===== config.mk =====
export PLATFORM = sky130hd
export DESIGN_NAME = serv_bus_arbiter
export DESIGN_NICKNAME = d
export VERILOG_FILES = /design/src/rtl/serv_bus_arbiter.sv
export SDC_FILE = /design/constraint.sdc
export NUM_CORES = 1
export LEC_CHECK = 0
export CORE_AREA = 3 3 106 108
export CTS_BUF_LIST = sky130_fd_sc_hd__clkbuf_8
export CTS_CLUSTER_DIAMETER = 40
export DETAILED_ROUTE_END_ITERATION = 6
export DIE_AREA = 0 0 109 111
export GPL_ROUTABILITY_DRIVEN = 1
export PLACE_DENSITY = 0.72
export SETUP_SLACK_MARGIN = 0.02
export SKIP_CTS_REPAIR_TIMING = 1
export SLEW_MARGIN = 10
export SYNTH_ARGS = -nofsm -noshare
export SYNTH_HDL_FRONTEND = slang
export SYNTH_SLANG_ARGS = --single-unit

===== constraint.sdc =====
create_clock -name i_clk -period 1.95 [get_ports i_clk]
set_input_delay 0.39 -clock i_clk [delete_from_list [all_inputs] [get_ports i_clk]]
set_output_delay 0.39 -clock i_clk [all_outputs]
set_load 0.02 [all_outputs]

===== src/rtl/serv_bus_arbiter.sv =====
// serv_bus_arbiter: shares one Wishbone master port between SERV ibus and dbus.
// Ties alternate between masters; every grant is followed by an idle turnaround.
module serv_bus_arbiter #(
    parameter int TIMEOUT_W    = 8,
    parameter int WITH_TIMEOUT = 1
) (
    input  logic        i_clk,
    input  logic        i_rst_n,
    input  logic [31:0] i_ibus_adr,
    input  logic        i_ibus_cyc,
    output logic [31:0] o_ibus_rdt,
    output logic        o_ibus_ack,
    output logic        o_ibus_err,
    input  logic [31:0] i_dbus_adr,
    input  logic [31:0] i_dbus_dat,
    input  logic [3:0]  i_dbus_sel,
    input  logic        i_dbus_we,
    input  logic        i_dbus_cyc,
    output logic [31:0] o_dbus_rdt,
    output logic        o_dbus_ack,
    output logic        o_dbus_err,
    output logic [31:0] o_wb_adr,
    output logic [31:0] o_wb_dat,
    output logic [3:0]  o_wb_sel,
    output logic        o_wb_we,
    output logic        o_wb_cyc,
    input  logic [31:0] i_wb_rdt,
    input  logic        i_wb_ack
);

    typedef enum logic [1:0] {
        IDLE,
        GNT_I,
        GNT_D
    } state_t;

    localparam bit TMO_EN = (WITH_TIMEOUT != 0);

    state_t               state;
    state_t               state_d;
    logic                 last_d;
    logic                 last_d_d;
    logic [TIMEOUT_W-1:0] cnt;
    logic [TIMEOUT_W-1:0] cnt_d;
    logic                 tmo;

    assign tmo        = TMO_EN && (cnt == '1);
    assign o_ibus_rdt = i_wb_rdt;
    assign o_dbus_rdt = i_wb_rdt;

    always_ff @(posedge i_clk or negedge i_rst_n) begin
        if (!i_rst_n) begin
            state  <= IDLE;
            last_d <= 1'b1;
            cnt    <= '0;
        end else begin
            state  <= state_d;
            last_d <= last_d_d;
            cnt    <= cnt_d;
        end
    end

    always_comb begin
        state_d    = state;
        last_d_d   = last_d;
        cnt_d      = '0;
        o_ibus_ack = 1'b0;
        o_ibus_err = 1'b0;
        o_dbus_ack = 1'b0;
        o_dbus_err = 1'b0;
        o_wb_adr   = '0;
        o_wb_dat   = '0;
        o_wb_sel   = '0;
        o_wb_we    = 1'b0;
        o_wb_cyc   = 1'b0;
        unique case (state)
            IDLE: begin
                // On a tie the master that did not win last time goes first
                if (i_ibus_cyc && (!i_dbus_cyc || last_d)) begin
                    state_d  = GNT_I;
                    last_d_d = 1'b0;
                end else if (i_dbus_cyc) begin
                    state_d  = GNT_D;
                    last_d_d = 1'b1;
                end
            end
            GNT_I: begin
                o_wb_adr = i_ibus_adr;
                o_wb_sel = 4'hf;
                o_wb_cyc = i_ibus_cyc;
                if (i_wb_ack) begin
                    o_ibus_ack = 1'b1;
                    state_d    = IDLE;
                end else if (!i_ibus_cyc) begin
                    state_d = IDLE;
                end else if (tmo) begin
                    o_ibus_ack = 1'b1;
                    o_ibus_err = 1'b1;
                    state_d    = IDLE;
                end else begin
                    cnt_d = cnt + 1'b1;
                end
            end
            GNT_D: begin
                o_wb_adr = i_dbus_adr;
                o_wb_dat = i_dbus_dat;
                o_wb_sel = i_dbus_sel;
                o_wb_we  = i_dbus_we;
                o_wb_cyc = i_dbus_cyc;
                if (i_wb_ack) begin
                    o_dbus_ack = 1'b1;
                    state_d    = IDLE;
                end else if (!i_dbus_cyc) begin
                    state_d = IDLE;
                end else if (tmo) begin
                    o_dbus_ack = 1'b1;
                    o_dbus_err = 1'b1;
                    state_d    = IDLE;
                end else begin
                    cnt_d = cnt + 1'b1;
                end
            end
            default: state_d = IDLE;
        endcase
    end

endmodule


==> out/metrics.yaml <==
outcome: "finished, violations left"
violations: "negative setup slack"
yosysSeqAreaShare_pct: 14.36
slew_headroom_pct: 64.71
finalCriticalPeriod_ps: 2020
grt_usage_pct: 11.27
ir_worst_vdd_uv: 552.2
clock-sinks: 11
p_leak_nw: 1.576
ys_ff_latch: 11
path_class: "register to output port"
drt_iter0_drc: 73
fillerInstances: 1072
ioPinCount: 276
clockRootBuffer: "clkbuf_8"
cp-start-kind: "register"
p_int_w: 0.002371
worstPathMaxFanout: 10
core.rowCount: 37
fp.dieH_microns: 111
dp_hpwl_microns: 6232
place_area_sq_mm: 0.003567
min_period_over_period_pct: 103.6
ys_warn_count: 0
drv_cap: 0
final_cell_mix: "clkdlybuf4s50_1, buf_4, buf_6, nor2b_1, and2_1"
synth_cell_types: 35
mostFrequentLayoutCell: "clkdlybuf4s50_1"
critPathCaptureType: "output port"
io_buffers: 179
slew_viol_final: 0
grt_overflow_total: 0
hp-class: "input pin to asynchronous set/reset pin"
layout_setup_ws_ps: -70.11
p_comb_share_pct: 87.8
finClkSkew_ps: 2.705
antennaDiodeCount: 0
drc: 0
fin_setup_tns_ps: -846.5
grt_pass1_vias: 2201
nNetsFinal: 532
swShare_pct: 45.63
drt-pass1-iter-count: 4
tightest_slew_ps: 527.7
critPathRequiredTime_ps: 1560
final_area_sq_mm: 0.003822
gp_congestion: 0.8194
wl_per_cell_microns: 16.42
die_x_microns: 109
rsz0062_at_grt: "true"
routed_wirelength_microns: 8605
hold_violations: 0
area_growth_pct: 98.51
grt_antenna_before_repair: 0
core-area_sq_mm: 0.01032
postRouteAntennaNets: 0
cts-buffers-inserted: 3
cp.arrival_ps: 1630
setup_viol: 31
clk_path_buf_depth: 2
synth.cell_area_sq_mm: 0.001926
die-area_sq_mm: 0.01210
fmax_mhz: 495.0
holdWs_ps: 496.4
dp_cells: 511
power_frac_seq_pct: 6.9
fin_util_pct: 37.03
multi_input_area_sq_mm: 0.001257
power.density_mw_per_mm2: 1141
cts_tree: "done"
synth.avg_cell_area_sq_um: 7.522
stdcell_count: 524
start_util_pct: 18.65
htree_levels: 1
p_clk_share_pct: 5.3
drive_gt1_share_pct: 42.27
grt_max_degree: 40
clk_pin_slew_worst_paths_ps: 50
vias: 2268
viasPerCell: 4.328
synth_fp_nets: 399
ff_latch_area_sq_um: 276.5
grt_pass1_wl_microns: 11200
worstSkewPairLatency_ps: 240
syn_inst: 256
p_sw_w: 0.001990
critical path, stage by stage (launching register included):
cell and delay, ps:
dfrtp_1 390, buf_4 150, ha_4 220, clkbuf_16 190
a22oi_1 210, nor2b_2 60, buf_2 160
state kept, by name (all words and copies together) (netlist names):
register  count
last_d        1
cnt           8
state         2
per-layer routing:
layer / vias to the layer above / part of all wire (%) / track usage (%)
met5: - / 0 / 0
met4: 0 / 2.4 / 4.461
met3: 26 / 9.4 / 3.203
met2: 131 / 47 / 18.76
met1: 1034 / 41 / 13.46
li1: 1077 / - / -
through the flow:
| step | worst slack [ps] | total power (W) |
|---|---|---|
| finish | -70.11 | 0.004361 |
| global route | -146.5 | 0.004628 |
| CTS | -601.3 | 0.003866 |
| detailed placement | -328.8 | 0.003610 |
| global placement | -260.5 | 0.003579 |
| floorplan | -20.26 | 0.002273 |
cell usage after synthesis, drive strengths merged:
library cell	count	area share (%)
xor2	2	0.91
and4	2	0.91
dfrtp	10	13
or3b	1	0.45
and2	34	11
dfstp	1	1.4
a22oi	33	13
nor2b	36	12
o32ai	1	0.45
inv	4	0.78
a41oi	1	0.45
ha	5	3.2
a32o	2	1.0
and4b	1	0.52
a31oi	1	0.33
or3	2	0.65
nor3	6	2.1
a22o	1	0.52
xnor2	1	0.45
o21ai	4	1.0
nand2	6	1.2
clkbuf	13	2.6
buf	69	27
a21oi	8	2.1
nor2	5	0.97
and2b	1	0.45
nand3	3	0.78
nand4	2	0.65
a211oi	1	0.65
power by group through the flow:
| stage | clock [W] | sequential (W) | combinational (W) |
|---|---|---|---|
| 6_report | 0.000232 | 0.000300 | 0.00383 |
| 4_1_cts | 0.000239 | 0.000300 | 0.00333 |
| 2_1_floorplan | 0 | 0.000306 | 0.00197 |
| 3_5_place_dp | 0 | 0.000303 | 0.00331 |
| 5_1_grt | 0.000249 | 0.000302 | 0.00408 |
| 3_3_place_gp | 0 | 0.000300 | 0.00328 |
worst paths after layout:
kind | startpoint | endpoint | slack (ps) | depth (start not counted)
max | state[1]$_DFFE_PN0P_ | o_wb_adr[10] | -70 | 6
min | i_rst_n | cnt[5]$_DFF_PN0_ | 500 | 1
max reg2reg | state[1]$_DFFE_PN0P_ | cnt[5]$_DFF_PN0_ | 100 | 7
min reg2reg | last_d$_DFFE_PN1P_ | last_d$_DFFE_PN1P_ | 540 | 2
max in group asynchronous | i_rst_n | last_d$_DFFE_PN1P_ | 1090 | 1
min in group i_clk | last_d$_DFFE_PN1P_ | last_d$_DFFE_PN1P_ | 540 | 2
kinds of logic after synthesis:
group                      synth area share [%]
AOI/OAI and AO/OA                         19.69
xor gates and xnor gates                  1.365
adders and majority gates                 3.249
buffers and inverters                     29.95
DFF                                       14.36
and+or+nand+nor                           31.38
final cells by class:
| type | count | share of cell area, % |
|---|---|---|
| repair buffers | 210 | 53.85 |
| clock buffers | 3 | 1.080 |
| well taps | 136 | 4.452 |
| multi-input cells | 159 | 32.90 |
| flip-flops and latches | 11 | 7.234 |
| inverters | 4 | 0.3928 |
| clock inverters | 1 | 0.09820 |
Power figures use the tool's default switching activity.
